$ cat src/rtl/instruction_fetch_queue.sv
`default_nettype none
// ============================================================================
//  Module   : instruction_fetch_queue
//  Purpose  : Prefetch queue between a one-cycle-latency program memory and
//             the decode stage. It issues sequential fetches while there is
//             room for every outstanding word. It buffers the returned words
//             in a small circular queue. On a taken branch it flushes the
//             queue and the in-flight word and restarts fetch.
//  Options  : FETCH_QUEUE_PERF_CNT_EN adds the fq_bubble_count output, a
//             saturating count of cycles where decode was ready but starved.
//  Revision : 1.0  initial release
// ============================================================================
module instruction_fetch_queue #(
    parameter int DEPTH   = 4,
    parameter int ADDR_W  = 8,
    parameter int INSTR_W = 17
) (
    input  logic                       clock,
    input  logic                       reset,
    output logic                       imem_req,
    output logic [ADDR_W-1:0]          imem_addr,
    input  logic [INSTR_W-1:0]         imem_data,
    output logic                       dec_valid,
    input  logic                       dec_ready,
    output logic [INSTR_W-1:0]         dec_instr,
    output logic [ADDR_W-1:0]          dec_pc_plus1,
    input  logic                       redirect,
    input  logic [ADDR_W-1:0]          redirect_pc,
    output logic [$clog2(DEPTH):0]     fq_count
`ifdef FETCH_QUEUE_PERF_CNT_EN
    ,
    output logic [15:0]                fq_bubble_count
`endif
);

    localparam int PTR_W = $clog2(DEPTH);
    localparam int CNT_W = PTR_W + 1;
    localparam logic [CNT_W-1:0] DEPTH_C = CNT_W'(DEPTH);

    logic [ADDR_W-1:0]  fetch_pc;
    logic [ADDR_W-1:0]  ret_pc_plus1;   // address+1 of the word arriving this cycle
    logic               inflight;       // a request was issued last cycle
    logic [PTR_W-1:0]   head;
    logic [PTR_W-1:0]   tail;
    logic [CNT_W-1:0]   count;
    logic [CNT_W-1:0]   occupancy;
    logic               push;
    logic               pop;

    logic [INSTR_W-1:0] instr_q [DEPTH];
    logic [ADDR_W-1:0]  pc_q    [DEPTH];

    // Fetch throttle: a request may only go out if every outstanding word
    // has a reserved slot. A redirect suppresses the request this cycle, and
    // the word returning now is killed instead of pushed.
    always_comb begin
        occupancy = count + CNT_W'(inflight);
        imem_req  = reset && !redirect && (occupancy < DEPTH_C);
        push      = inflight && !redirect;
        pop       = dec_valid && dec_ready;
    end

    assign imem_addr = fetch_pc;
    assign fq_count  = count;
    assign dec_valid = (count != '0);

    // Head presentation; a NOP is driven whenever nothing is valid.
    always_comb begin
        dec_instr    = '0;
        dec_pc_plus1 = '0;
        if (dec_valid) begin
            dec_instr    = instr_q[head];
            dec_pc_plus1 = pc_q[head];
        end
    end

    // Fetch PC, in-flight tracking, queue pointers and occupancy.
    always_ff @(posedge clock or negedge reset) begin
        if (!reset) begin
            fetch_pc     <= '0;
            ret_pc_plus1 <= '0;
            inflight     <= 1'b0;
            head         <= '0;
            tail         <= '0;
            count        <= '0;
        end else if (redirect) begin
            fetch_pc     <= redirect_pc;
            inflight     <= 1'b0;
            head         <= '0;
            tail         <= '0;
            count        <= '0;
        end else begin
            inflight <= imem_req;
            if (imem_req) begin
                fetch_pc     <= fetch_pc + ADDR_W'(1);
                ret_pc_plus1 <= fetch_pc + ADDR_W'(1);
            end
            if (push) begin
                tail <= tail + PTR_W'(1);
            end
            if (pop) begin
                head <= head + PTR_W'(1);
            end
            case ({push, pop})
                2'b10:   count <= count + CNT_W'(1);
                2'b01:   count <= count - CNT_W'(1);
                default: count <= count;
            endcase
        end
    end

    // Queue storage; contents are only meaningful between head and tail.
    always_ff @(posedge clock) begin
        if (push) begin
            instr_q[tail] <= imem_data;
            pc_q[tail]    <= ret_pc_plus1;
        end
    end

`ifdef FETCH_QUEUE_PERF_CNT_EN
    logic [15:0] bubble_cnt;

    // Decode-starvation counter: survives redirects, saturates at all-ones.
    always_ff @(posedge clock or negedge reset) begin
        if (!reset) begin
            bubble_cnt <= '0;
        end else if (dec_ready && !dec_valid && (bubble_cnt != 16'hFFFF)) begin
            bubble_cnt <= bubble_cnt + 16'd1;
        end
    end

    assign fq_bubble_count = bubble_cnt;
`endif

endmodule
`default_nettype wire

$ cat config.mk
export PLATFORM = sky130hd
export DESIGN_NAME = instruction_fetch_queue
export DESIGN_NICKNAME = d
export VERILOG_FILES = /design/src/rtl/instruction_fetch_queue.sv
export SDC_FILE = /design/constraint.sdc
export NUM_CORES = 1
export LEC_CHECK = 0
export ABC_AREA = 1
export CORE_ASPECT_RATIO = 1.1
export CORE_MARGIN = 1
export CORE_UTILIZATION = 50
export DETAILED_ROUTE_END_ITERATION = 12
export GPL_TIMING_DRIVEN = 1
export HOLD_SLACK_MARGIN = 0.15
export PLACE_DENSITY = 0.76
export SYNTH_ARGS = -nofsm -noshare
export SYNTH_HDL_FRONTEND = slang
export SYNTH_SLANG_ARGS = --single-unit
$ cat constraint.sdc
create_clock -name clock -period 2.15 [get_ports clock]
set_input_delay 0.3225 -clock clock [delete_from_list [all_inputs] [get_ports clock]]
set_output_delay 0.3225 -clock clock [all_outputs]
set_load 0.005 [all_outputs]
[After elaboration in Yosys (flattened, before gate mapping)]
Memory sizes are Yosys's and may differ from the RTL's.
Index checks and enable logic that the tools add are counted.
Word-level totals
  memories kept: 2
  input bits: 29
  memory bits (writable): 100
  output and inout port bits: 38
  word-level logic and storage cells: 42
  bits in registers: 24
Cells by class
  bitwise gates (word level): 1
  reductions and logical operators: 11
  multiplexer cells: 13
  equal/unequal tests: 2
  add/subtract/negate cells: 6
  magnitude comparators: 1
Memory list
  instr_q: depth 4, bits a word 17, rd ports 1, clocked after memory_dff 0, wr ports 1, line 50  | logic [INSTR_W-1:0] instr_q [DEPTH];
  pc_q: depth 4, bits a word 8, rd ports 1, clocked after memory_dff 0, wr ports 1, line 51  | logic [ADDR_W-1:0] pc_q [DEPTH];
Operators with widths (count)
  $mux 8: 3
  $mux 17: 1
  $add 8x1->8 const B: 1
  $mux 2: 4
  $pmux 3 s2: 1
  $reduce_bool 2->1: 3
  $reduce_bool 3->1: 2
  $add 2x1->2 const B: 2
  $logic_and 1x1->1: 4
  $add 3x1->3: 1
  $add 3x1->3 const B: 1
  $lt 3x3->1 const B: 1
  $mux 1: 3
  $mux 3: 1
  $sub 3x1->3 const B: 1
  $eq 2x1->1 const B: 1
  $eq 2x2->1 const B: 1
  $reduce_and 2->1: 1
  $logic_not 1->1: 1
  $not 1->1: 1

[Logic depth before layout (Yosys ltp)]
  depth in word-level cells: 5
  depth in mapped cells: 11

[Least setup slack after synthesis]
OpenSTA, ideal clock, no wires.
  path type: register to register
  start: reg tail[0]
  end: mem instr_q[2][0] (enable)
  stages on the path, launching flop included: 5
  data required time: 1743 ps
  setup time: 407 ps
  arrival: 1721 ps
  slack: 22 ps
  cell sequence: dfrtp_1 > inv_1 > ha_1 > inv_1 > nor2_1
RTL lines
  start, declared: line 44  | logic [PTR_W-1:0] tail;
  start signal, assigned: line 99  | tail <= tail + PTR_W'(1);
  end, declared: line 50
No word-level cell before the write port.

[Worst setup path in the final report]
  start: reg head[0]
  end: out dec_instr[6]
On the way
  longest elaborated chain between the ends: 2
RTL lines
  start, declared: line 43  | logic [PTR_W-1:0] head;
  start signal, assigned: line 102  | head <= head + PTR_W'(1);
  $mem_v2 4x17
  $mux 17: line 71  | if (dec_valid) begin
  end, declared: line 25  | output logic [INSTR_W-1:0] dec_instr,
Every way passes these cells.

==> impl_metrics.toml <==
[final_layout]
synthToLayoutAreaGrowth_pct = 34.5
fillerInstances = 691
nets = 606
fin_util = 0.703
layout-drive-gt1-share = 0.241
diodes = 0
stdcell_count = 704
fin_area_sq_um = 7020

[logic_synthesis]
netlist.area_leader.share = 0.575
ys_ff_latch = 124
ys_warn_count = 0
synth_nets = 503
syn_area_sq_um = 5220
ys_top_cells_by_area = "edfxtp_1 (58%), dfrtp_1 (12%), nor2_1 (8.0%), o21ai_0 (5.2%), nand2_1 (4.5%)"
synthCells = 468
synth_cell_types = 30
synth-seq-area-share = 0.690
avgSynthCellArea_sq_um = 11.2
synth_top_area_cell = "edfxtp_1"

[die]
start_util = 0.523
die_h_microns = 109
ios = 67
die_area_sq_um = 10900
core_sq_um = 9980
num_rows = 38
die_w_microns = 99.4

[global_route]
grt_usage = 0.243
antenna_found_initial = 0
grt-ovfl-total = 0
grt_pass1_wl_microns = 19500
grt_start_max_net_pins = 26
grt_pass1_vias = 3926

[sta]
rsz0062_at_grt = "true"
period_needed_ns = 2.19
finalHoldViolCount = 0
max_slew.worst_pin.slew_ns = 0.336
skew_ns = 0.00823
whs_ns = 0.190
setup_viol = 3
max_freq_mhz = 456
max_slew_margin = 0.776
slew_violations = 0
tns_ns = -0.0639
fin_crit_sh = 1.02
setup_ws_ns = -0.0447

[route]
detail-route-antenna-nets = 0
drt_pass1_iterations = 5
wl_microns = 12400
drc = 0
wl_per_cell_microns = 17.7
first_iter_violations = 245
num_vias = 3833
viasPerCell = 5.44

[clocking]
insertion_delay_ns = 0.52
cts_max_path_buffers = 2
cts_tree = "done"
cts_root_buf = "clkbuf_8"
cts_buffers = 17
clkTransAtPathRegs_ns = 0.06
clock_sinks = 124
cts_hold_buf = 0
htreeDepth = 4

[status]
violations = "setup timing"
outcome = "complete, but fails checks"

[critical_path]
cp-start-kind = "flop"
crit_arrival_ns = 1.87
criticalPathCategory = "reg2out"
endpoint_kind = "output port"
crit_required_ns = 1.83
worstPathMaxFanout = 6

[min_path]
hold_path.class = "in2async"

[placement]
dp_cells = 657
portBuffers = 66
placed_cell_area_sq_um = 6190
place_ws_ns = -0.0101
hpwlAfterDp_microns = 6710
gp_congestion = 0.784

[power]
finalPower_mw = 6.69
p_per_area_nw_per_um2 = 953
max-vdd-ir-drop_mv = 0.568
power.leakage_nw = 2.81

[flow_run]
maxCapViolCount = 0
## report_power, final
group / total (mW) / internal, mW / switching (mW)
Combinational: 1.03 / 0.475 / 0.554
Sequential: 2.83 / 2.73 / 0.101
Clock: 2.83 / 1.88 / 0.953
## placed cells by master, fill, tap and decap left out, drive strengths merged
cell type,count
clkbuf,28
xnor2,2
nand4,3
fa,1
a21boi,2
o21ai,59
a21oi,28
a22o,1
buf,58
dfrtp,24
bufinv,3
nor2,113
nand3,14
clkinv,6
dlygate4sd2,1
nand2,68
ha,5
nand3b,2
inv,24
clkdlybuf4s50,40
xor2,1
clkdlybuf4s15,1
edfxtp,100
## final timing paths
| kind | start | to | slack, ns | cells past startpoint |
|---|---|---|---|---|
| hold / removal | reset | imem_addr[5] | 0.19 | 2 |
| max in group asynchronous | reset | head[0] | 1.67 | 2 |
| setup reg to reg | fq_count[0] | fq_count[2] | 0.26 | 12 |
| setup / recovery | head[0] | dec_instr[6] | -0.04 | 8 |
| hold reg to reg | ret_pc_plus1[5] | pc_q[2][5] | 0.52 | 0 |
| min in group clock | redirect_pc[7] | imem_addr[7] | 0.37 | 3 |
## critical path: stages (launching register included)
cell and delay [ns]:
dfrtp_2 0.40, buf_6 0.11, buf_6 0.11, clkbuf_16 0.17
nor2_2 0.04, nor2_1 0.11, o21ai_1 0.09, a21oi_1 0.17
buf_2 0.14
## Yosys cell counts, drive strengths merged
library cell	count
ha	5
inv	25
a21boi	2
edfxtp	100
nor2	113
xnor2	2
nand3	14
buf	13
nand4	3
a22o	1
nand3b	2
clkbuf	7
fa	1
xor2	1
a21oi	28
dfrtp	24
o21ai	59
nand2	68
## routing by layer
metal	part of all wire	global-route usage	up-vias
met1	0.41	0.287	1861
met5	0	0	-
li1	-	-	1811
met4	0.019	0.113	0
met3	0.054	0.0590	24
met2	0.52	0.424	137
## sequential cells by signal, summed over array words and instances (netlist names)
register and cells:
fq_count 3, head 2, imem_addr 8, inflight 1
instr_q 68, pc_q 32, ret_pc_plus1 8, tail 2
## timing repair
action                     4_1_cts  5_1_grt
cloned                           5        2
setup endpoints to repair       26       25
hold endpoints to repair         0        0
pin swaps                       20       21
setup buffers                   11        1
gates resized for setup        139       44
## final cells by class
cell class / count / area, sq um / area share
Clock buffer: 24 / 480 / 0.0684
Clock inverter: 8 / 114 / 0.0162
Inverter: 25 / 114 / 0.0162
Multi-Input combinational cell: 299 / 1530 / 0.218
Sequential cell: 124 / 3610 / 0.514
Tap cell: 120 / 150 / 0.0214
Timing Repair Buffer: 104 / 1020 / 0.146
## cell families (layout without fill, tap and decap cells)
group | count (synthesis) | count (layout) | share of synthesized area
compound gates | 90 | 90 | 0.0901
buf+inv | 45 | 161 | 0.0376
fa+ha+maj | 6 | 6 | 0.0158
simple gates | 200 | 200 | 0.161
flops | 124 | 124 | 0.690
xor+xnor | 3 | 3 | 0.00503
Power figures use the tool's default switching activity.
